===== src/rtl/csconvert_raw_tile_if.sv =====
// csconvert_raw_tile_if: raw pixel stream in, signed tile-buffer write port out
interface csconvert_raw_tile_if #(parameter int DW = 8, parameter int TW_LOG2 = 4);
  logic en;
  logic [1:0] mode;
  logic scale_diff;
  logic hdr;
  logic [1:0] bayer_phase;
  logic pre_first_in;
  logic [DW-1:0] din;
  logic [DW:0] y_out;
  logic [2*TW_LOG2-1:0] yaddr;
  logic ywe;
  logic pre_first_out;
  logic busy;
  modport master (
    output en, mode, scale_diff, hdr, bayer_phase, pre_first_in, din,
    input y_out, yaddr, ywe, pre_first_out, busy
  );
  modport slave (
    input en, mode, scale_diff, hdr, bayer_phase, pre_first_in, din,
    output y_out, yaddr, ywe, pre_first_out, busy
  );
endinterface


===== src/rtl/csconvert_raw_tile.sv =====
// csconvert_raw_tile: mono / jp4 / jp4diff raw tile converter feeding the compressor tile buffer
module csconvert_raw_tile #(
  parameter int DW = 8,
  parameter int TW_LOG2 = 4
) (
  input logic clk,
  input logic rst,
  csconvert_raw_tile_if.slave s
);
  localparam int TW = 1 << TW_LOG2;
  localparam int AW = 2 * TW_LOG2;
  localparam logic [AW-1:0] LAST = AW'(TW * TW - 1);
  localparam logic [DW:0] B = {2'b01, {(DW-1){1'b0}}};
  logic w_act, w_start, w_ds, w_df, w_jp, w_odf_n, w_kr, w_kc, w_isabs;
  logic [1:0] w_p;
  logic [DW-1:0] w_pix, w_ref;
  logic [DW:0] w_m, w_abs, w_dif, w_dv;
  logic [TW+4:0] r_sdl;
  logic [TW:0][DW-1:0] r_dl;
  logic [1:0] r_mode, r_ph;
  logic r_sc, r_hdr, r_pend, r_ywe, r_ojp, r_odf;
  logic [TW_LOG2:0] r_j;
  logic [AW-1:0] r_c;
  logic [DW:0] r_d1, r_d2, r_d3, r_y;
  assign w_act = s.en & ~rst;
  assign w_start = s.pre_first_in & s.en;
  assign w_df = r_mode == 2'd2;
  assign w_jp = r_mode == 2'd1 || w_df;
  // jp4diff waits D+3 so the reference pixel of every cell is already in the delay line
  assign w_ds = !w_df ? r_sdl[0] :
                r_ph[1] ? (r_ph[0] ? r_sdl[TW+4] : r_sdl[TW+3]) : (r_ph[0] ? r_sdl[4] : r_sdl[3]);
  assign w_odf_n = w_ds ? w_df : r_odf;
  // Cell position of pixel k = j - D, the one D samples behind the newest
  assign w_kc = r_j[0] ^ r_ph[0];
  assign w_kr = r_j[TW_LOG2] ^ r_ph[1] ^ (r_ph[0] & ~|r_j[TW_LOG2-1:0]);
  assign w_p = {w_kr, w_kc};
  assign w_pix = r_ph[1] ? (r_ph[0] ? r_dl[TW] : r_dl[TW-1]) : (r_ph[0] ? r_dl[0] : s.din);
  assign w_ref = w_p[1] ? (w_p[0] ? r_dl[TW] : r_dl[TW-1]) : (w_p[0] ? r_dl[0] : s.din);
  assign w_m = {1'b0, s.din} - B;
  assign w_abs = {1'b0, w_pix} - B;
  assign w_dif = {1'b0, w_pix} - {1'b0, w_ref};
  assign w_isabs = w_p == r_ph || (r_hdr && w_p == ~r_ph);
  assign w_dv = w_isabs ? w_abs : r_sc ? {w_dif[DW], w_dif[DW:1]} : w_dif;
  assign s.y_out = w_act ? r_y : '0;
  assign s.yaddr = !w_act ? '0 :
                   r_ojp ? {r_c[TW_LOG2], r_c[AW-1:TW_LOG2+1], r_c[0], r_c[TW_LOG2-1:1]} : r_c;
  assign s.ywe = w_act & r_ywe;
  assign s.pre_first_out = w_act & w_ds;
  assign s.busy = w_act & (r_pend | r_ywe);
  always_ff @(posedge clk) begin
    if (rst || !s.en) begin
      r_sdl <= '0;
      r_dl <= '0;
      r_j <= '0;
      r_mode <= '0;
      r_ph <= '0;
      r_sc <= 1'b0;
      r_hdr <= 1'b0;
      r_d1 <= '0;
      r_d2 <= '0;
      r_d3 <= '0;
      r_y <= '0;
      r_pend <= 1'b0;
      r_c <= '0;
      r_ywe <= 1'b0;
      r_ojp <= 1'b0;
      r_odf <= 1'b0;
    end else begin
      r_sdl <= {r_sdl[TW+3:0], w_start};
      r_dl <= {r_dl[TW-1:0], s.din};
      r_j <= w_start ? '0 : r_j + 1'b1;
      if (w_start) begin
        r_mode <= s.mode;
        r_ph <= s.bayer_phase;
        r_sc <= s.scale_diff;
        r_hdr <= s.hdr;
      end
      r_d1 <= w_dv;
      r_d2 <= r_d1;
      r_d3 <= r_d2;
      r_y <= w_odf_n ? r_d3 : w_m;
      r_pend <= w_start | (r_pend & ~w_ds);
      if (w_ds) begin
        r_c <= '0;
        r_ywe <= 1'b1;
        r_ojp <= w_jp;
        r_odf <= w_df;
      end else if (r_ywe) begin
        r_c <= r_c + 1'b1;
        r_ywe <= r_c != LAST;
      end
    end
  end
endmodule


===== src/flat_wrapper.sv =====
// flat-port wrapper written by rule: the top's interface ports become plain ports
module csconvert_raw_tile_flat 
#(
  parameter int DW = 8,
  parameter int TW_LOG2 = 4
)
  (clk, rst, s_en, s_mode, s_scale_diff, s_hdr, s_bayer_phase, s_pre_first_in, s_din, s_y_out, s_yaddr, s_ywe, s_pre_first_out, s_busy);
  csconvert_raw_tile_if #(.DW(DW), .TW_LOG2(TW_LOG2)) s_i ();
  input logic clk;
  input logic rst;
  input wire logic [$bits(s_i.en)-1:0] s_en;
  input wire logic [$bits(s_i.mode)-1:0] s_mode;
  input wire logic [$bits(s_i.scale_diff)-1:0] s_scale_diff;
  input wire logic [$bits(s_i.hdr)-1:0] s_hdr;
  input wire logic [$bits(s_i.bayer_phase)-1:0] s_bayer_phase;
  input wire logic [$bits(s_i.pre_first_in)-1:0] s_pre_first_in;
  input wire logic [$bits(s_i.din)-1:0] s_din;
  output wire logic [$bits(s_i.y_out)-1:0] s_y_out;
  output wire logic [$bits(s_i.yaddr)-1:0] s_yaddr;
  output wire logic [$bits(s_i.ywe)-1:0] s_ywe;
  output wire logic [$bits(s_i.pre_first_out)-1:0] s_pre_first_out;
  output wire logic [$bits(s_i.busy)-1:0] s_busy;
  assign s_i.en = s_en;
  assign s_i.mode = s_mode;
  assign s_i.scale_diff = s_scale_diff;
  assign s_i.hdr = s_hdr;
  assign s_i.bayer_phase = s_bayer_phase;
  assign s_i.pre_first_in = s_pre_first_in;
  assign s_i.din = s_din;
  assign s_y_out = s_i.y_out;
  assign s_yaddr = s_i.yaddr;
  assign s_ywe = s_i.ywe;
  assign s_pre_first_out = s_i.pre_first_out;
  assign s_busy = s_i.busy;
  csconvert_raw_tile #(.DW(DW), .TW_LOG2(TW_LOG2)) u_core (.clk(clk), .rst(rst), .s(s_i));
endmodule

===== config.mk =====
export PLATFORM = sky130hd
export DESIGN_NAME = csconvert_raw_tile_flat
export DESIGN_NICKNAME = d
export VERILOG_FILES = /design/src/rtl/csconvert_raw_tile_if.sv /design/src/rtl/csconvert_raw_tile.sv /design/src/flat_wrapper.sv
export SDC_FILE = /design/constraint.sdc
export NUM_CORES = 1
export LEC_CHECK = 0
export CAP_MARGIN = 20
export CORE_MARGIN = 4
export CORE_UTILIZATION = 40
export DETAILED_ROUTE_END_ITERATION = 7
export SYNTH_ARGS = -nofsm -noshare
export SYNTH_HDL_FRONTEND = slang
export SYNTH_SLANG_ARGS = --single-unit
export TNS_END_PERCENT = 20

===== constraint.sdc =====
create_clock -name clk -period 4.1 [get_ports clk]
set_input_delay 0.82 -clock clk [delete_from_list [all_inputs] [get_ports clk]]
set_output_delay 0.82 -clock clk [all_outputs]
set_load 0.01 [all_outputs]

==> impl_metrics.ini, run 1 <==
[worst_setup_path]
critPathTopFamily = compound AO/OA/AOI/OAI gates
critPathKind = reg -> reg
crit_path_end_kind = flop
r2r_setup_slack_ns = 0.42
path_max_fanout = 4
cp-start-kind = flop
critPathMaxStageDelay_ns = 0.47
critPathArrivalTime_ns = 4.06
required_ns = 4.48
crit_slowest_cell = xnor2_1
crit_chain = inv_1, ha_1, and4bb_4, xor2_1, xnor2_1, mux4_2, inv_1, ha_1, nor2b_1, o31a_1, o41ai_1, xor2_1, a2111oi_4
crit_buf_inv = 2

[synth]
seq_area_frac_synth_pct = 58.7
ys_ff_latch = 216
syn_area_per_cell_um2 = 11.2
ys_types = 47
ys_warn_count = 0
synth_ff_type = dfxtp_1
postSynthCellCount = 658
synth_edf_count = 0
syn_area_um2 = 7370
async_reset_ff_share_pct = 0
syn-num-nets = 689

[clock_tree]
max-clock-path-buffers = 3
clockRootBuffer = clkbuf_16
htreeDepth = 1
numClockSinks = 216
holdBufCountCts = 0
ctsResizeCount = 0
cts_tree = done
cts_setup_buffers = 0
clkLatencyLatePin_ns = 0.49
numCtsBuffers = 22
path_clk_slew_ns = 0.06

[power_and_ir_drop]
switchingPower_uw = 889
power_frac_seq_pct = 49.2
sw_frac_of_total_pct = 20.6
power_leakage_nw = 3.48
power-per-cell-area_nw_per_um2 = 498
power_frac_comb_pct = 5.5
p_total_mw = 4.32
p_int_mw = 3.44
clkPwrFrac_pct = 45.3
peakVddDrop_v = 0.000274

[finish]
final_common_cell = dfxtp_1
post-route-util_pct = 48.2
layout_common_cells = dfxtp_1, and2_1, nor2_1, clkdlybuf4s50_1, clkbuf_16
drive_above_1_share_pct = 8.79
diodes = 0
layout.nets = 722
area_growth_pct = 17.7

[sta]
max_clock_freq_ghz = 0.272
setup_tns_ns = 0
rsz0062_at_grt = false
finalCritPeriodShare_pct = 89.7
period_minus_slack_ns = 3.68
tightest_slew_ns = 0.656
setup_slack_ns = 0.422
slew_headroom_pct = 56.3
slew_violations = 0
setup_violations = 0
fin_worst_skew_ns = 0.00755
finalHoldViolCount = 0

[placement]
routabilityCongestion = 0.850
hpwl_um = 7640
io_buffers = 37
dp_slack_ns = 0.348

[die]
start_util_pct = 40.9
die_h_um = 144
core_region_area_um2 = 18000
die_x_um = 144
placementRows = 49
die_area_um2 = 20700
io_pins = 38

[global_route]
grt-ovfl-total = 0
grt_max_degree = 186
grt_pass1_vias = 4322
antenna_found_initial = 0
grt_pass1_wl_um = 20600
grtUsageTotal_pct = 12.1

[routing]
drt_iter0_drc = 233
wl_per_cell_um = 12.9
routed.top_layer = met4
drt-pass1-iter-count = 4
vias = 4285
final_antenna_net_count = 0
wl_met2_um = 5420
viasPerCell = 4.59
drc = 0
dr_wl_met3_um = 694
totalWireLength_um = 12000
drt-met1-wl_um = 5660

[worst_hold_path]
holdCritPathClass = reg -> reg

[outcome]
outcome = finished clean

[job]
maxCapViolCount = 0
-- final timing paths --
path / depth (start not counted) / to / start
worst max register to register: 13 / u_core.r_d1[7] / u_core.r_j[0]
worst min register to register: 1 / u_core.r_d3[3] / u_core.r_d2[3]
worst max-delay path: 13 / u_core.r_d1[7] / u_core.r_j[0]
worst min-delay path: 1 / u_core.r_d3[3] / u_core.r_d2[3]
-- per-stage QoR --
stage / cell area (um2) / hold slack, ns / instances
final: 8680 / 0.421 / 934
after global routing: 8680 / 0.434 / 934
after CTS: 8670 / 0.423 / 933
after detailed placement: 7940 / 0.411 / 895
after global placement: 7940 / 0.408 / 895
after floorplan: 7370 / 0.406 / 658
-- final cells by class --
| cell class | count | area [um2] |
|---|---|---|
| clock buffer | 35 | 691 |
| clock inverter | 3 | 42.5 |
| fill | 1653 | 9350 |
| inverter | 21 | 78.8 |
| multi-input combinational | 386 | 2820 |
| sequential | 216 | 4320 |
| tap | 229 | 287 |
| timing repair buffer | 44 | 435 |
-- power by group through the flow --
| stage | clock network (mW) | registers (mW) | logic [mW] |
|---|---|---|---|
| finish | 1.96 | 2.13 | 0.236 |
| global route | 2.11 | 2.13 | 0.264 |
| CTS | 2.02 | 2.13 | 0.237 |
| detailed placement | 0 | 2.18 | 0.236 |
| global placement | 0 | 2.18 | 0.228 |
| floorplan | 0 | 2.17 | 0.176 |
-- sequential cells by signal (all words and copies together), names as in the netlist, 5 cells and up --
name          count
u_core.r_dl     136
u_core.r_sdl     21
u_core.r_d1       9
u_core.r_d2       9
u_core.r_d3       9
u_core.r_y        9
u_core.r_c        8
u_core.r_j        5
-- cells by family after synthesis --
| group | after synthesis | share of synthesized area, % |
|---|---|---|
| AND/OR/NAND/NOR | 275 | 21.4 |
| flip-flops | 216 | 58.7 |
| buffers and inverters | 56 | 3.17 |
| AO/OA/AOI/OAI | 44 | 4.04 |
| multiplexers | 37 | 8.30 |
| XOR/XNOR | 17 | 2.12 |
| adder cells (fa/ha/maj) | 13 | 2.31 |
-- worst reg2reg max path, stage by stage, from the launching register on --
cell	delay, ns
dfxtp_1	0.34
inv_1	0.06
ha_1	0.20
and4bb_4	0.22
xor2_1	0.15
xnor2_1	0.47
mux4_2	0.39
inv_1	0.11
ha_1	0.24
nor2b_1	0.16
o31a_1	0.28
o41ai_1	0.40
xor2_1	0.23
a2111oi_4	0.34
-- per-layer routing --
metal  global-route usage, %  vias to the layer above
li1                        -                     2202
met1                    16.3                     1986
met2                    19.1                       75
met3                    2.86                       22
met4                    4.41                        0
met5                       0                        -
-- synthesized netlist by cell type (3+ instances only) --
library cell | number | area, um2
a211oi_1 | 3 | 22.5
a21oi_1 | 8 | 40.0
a31o_2 | 3 | 26.3
and2_1 | 180 | 1130
and3_1 | 3 | 18.8
clkbuf_1 | 29 | 109
dfxtp_1 | 216 | 4320
ha_1 | 12 | 150
inv_1 | 21 | 78.8
mux2i_1 | 18 | 180
mux4_1 | 6 | 158
mux4_2 | 11 | 248
nand2_1 | 16 | 60.1
nand2b_1 | 3 | 18.8
nand3_1 | 14 | 70.1
nand4_1 | 5 | 31.3
nor2_1 | 37 | 139
nor3_1 | 7 | 35.0
o21ai_0 | 16 | 80.1
or3_1 | 3 | 18.8
xnor2_1 | 7 | 61.3
xor2_1 | 9 | 78.8
Note: power is estimated with default switching activity, not from simulation.
==> run 2, diff against run 1 <==
--- a/config.mk
+++ b/config.mk
@@ -6,9 +6,11 @@
 export NUM_CORES = 1
 export LEC_CHECK = 0
 export CAP_MARGIN = 20
-export CORE_MARGIN = 4
-export CORE_UTILIZATION = 40
+export CORE_MARGIN = 5
+export CORE_UTILIZATION = 50
 export DETAILED_ROUTE_END_ITERATION = 7
+export PLACE_DENSITY = 0.68
+export SKIP_CTS_REPAIR_TIMING = 1
 export SYNTH_ARGS = -nofsm -noshare
 export SYNTH_HDL_FRONTEND = slang
 export SYNTH_SLANG_ARGS = --single-unit
==> run 2 against run 1 <==
Net effect: combinational power is 2% lower; power is 1.1% lower; fmax increased by 2.4%; clock power shrank 2%; core utilization is 11 points higher; first-iteration DRC count grew 5.2%; worst hold slack improved by 0.0020 ns.
==> impl_metrics.ini, run 2 (synthesized netlist as in run 1, its figures left out) <==
[outcome]
outcome = finished clean

[worst_hold_path]
holdCritPathClass = reg -> reg

[sta]
fin_worst_skew_ns = 0.00681
rsz0062_at_grt = false
setup_slack_ns = 0.510
finalHoldViolCount = 0
tightest_slew_ns = 1.00
setup_violations = 0
timing.hold.ws_ns = 0.423
setup_tns_ns = 0
slew_headroom_pct = 32.6
slew_violations = 0
finalCritPeriodShare_pct = 87.6
period_minus_slack_ns = 3.59
max_clock_freq_ghz = 0.279

[clock_tree]
numClockSinks = 216
htreeDepth = 1
clockRootBuffer = clkbuf_16
max-clock-path-buffers = 3
clkLatencyLatePin_ns = 0.49
cts_tree = done
numCtsBuffers = 22
path_clk_slew_ns = 0.06

[worst_setup_path]
critPathTopFamily = compound AO/OA/AOI/OAI gates
path_max_fanout = 9
critPathKind = reg -> reg
crit_chain = inv_1, ha_1, and4bb_4, xor2_1, xnor2_1, buf_4, mux4_1, ha_1, inv_1, fa_1, a21o_1, a221oi_1, o21ai_0, and3_4, a2111oi_4
crit_slowest_cell = dfxtp_1
required_ns = 4.49
cp-start-kind = flop
critPathMaxStageDelay_ns = 0.52
crit_path_end_kind = flop
critPathArrivalTime_ns = 3.98
crit_buf_inv = 3

[placement]
io_buffers = 37
routabilityCongestion = 0.837
placed_area_um2 = 7880
hpwl_um = 7220
dp_slack_ns = 0.417
dp.cells = 849

[finish]
final_common_cell = dfxtp_1
area_growth_pct = 16.6
n_fill_cell = 1182
largestRegisters = u_core.r_dl (136), u_core.r_sdl (21)
drive_above_1_share_pct = 8.81
largest_reg_flops = 136
post-route-util_pct = 59.4
fin_cells = 888
layout.nets = 720
diodes = 0
max_flop_register = u_core.r_dl
layout_common_cells = dfxtp_1, and2_1, nor2_1, clkdlybuf4s50_1, clkbuf_16
fin_area_um2 = 8590

[global_route]
grt-ovfl-total = 0
grt_pass1_vias = 4255
grt_pass1_wl_um = 20400
antenna_found_initial = 0
grt_max_degree = 191
grtUsageTotal_pct = 13.7

[die]
core_region_area_um2 = 14500
die_area_um2 = 17300
io_pins = 38
die_h_um = 131
placementRows = 44
die_x_um = 131
start_util_pct = 50.9

[routing]
wl_per_cell_um = 13.1
final_antenna_net_count = 0
drt-pass1-iter-count = 4
vias = 4266
drt_iter0_drc = 245
viasPerCell = 4.80
drc = 0
totalWireLength_um = 11600

[job]
maxCapViolCount = 0

[power_and_ir_drop]
peakVddDrop_v = 0.000473
p_total_mw = 4.28
power-per-cell-area_nw_per_um2 = 498
power_leakage_nw = 3.45
run 2: cell types whose count changed in the layout (fill, tap and decap cells not counted):
| cell | before | now |
|---|---|---|
| buf_4 | 6 | 4 |
| clkbuf_1 | 5 | 4 |
| clkinv_2 | 1 | 3 |
| clkinv_8 | 0 | 1 |
| clkinvlp_4 | 1 | 3 |
| clkbuf_16 | 23 | 22 |
| clkbuf_8 | 7 | 5 |
run 2: routing by layer:
| layer | GRT usage (%) | up-vias | routed length [um] |
|---|---|---|---|
| met5 | 0 | - | 0 |
| met4 | 4.00 | 0 | 221 |
| met3 | 3.75 | 20 | 659 |
| met2 | 21.6 | 83 | 5210 |
| met1 | 18.6 | 1958 | 5500 |
| li1 | - | 2205 | - |
run 2: final timing paths:
path	startpoint	end	slack (ns)	cells past startpoint
max	u_core.r_j[0]	u_core.r_d1[7]	0.51	15
min	u_core.r_dl[119]	u_core.r_dl[127]	0.42	1
max reg2reg	u_core.r_j[0]	u_core.r_d1[7]	0.51	15
min reg2reg	u_core.r_dl[119]	u_core.r_dl[127]	0.42	1
run 2: power by group:
| part | leakage (nW) | switching (mW) | internal, mW | total [mW] |
|---|---|---|---|---|
| combinational | 1.36 | 0.127 | 0.104 | 0.231 |
| sequential | 1.75 | 0.0109 | 2.12 | 2.13 |
| clock | 0.345 | 0.771 | 1.15 | 1.92 |
run 2: cell type report:
class                           count  area, um2  area share (%)
Clock buffer                       31        634            7.38
Inverter                           21       78.8           0.917
Clock inverter                      8       83.8           0.976
Tap cell                          184        230            2.68
Timing Repair Buffer               42        420            4.89
Multi-Input combinational cell    386       2820            32.8
Sequential cell                   216       4320            50.3
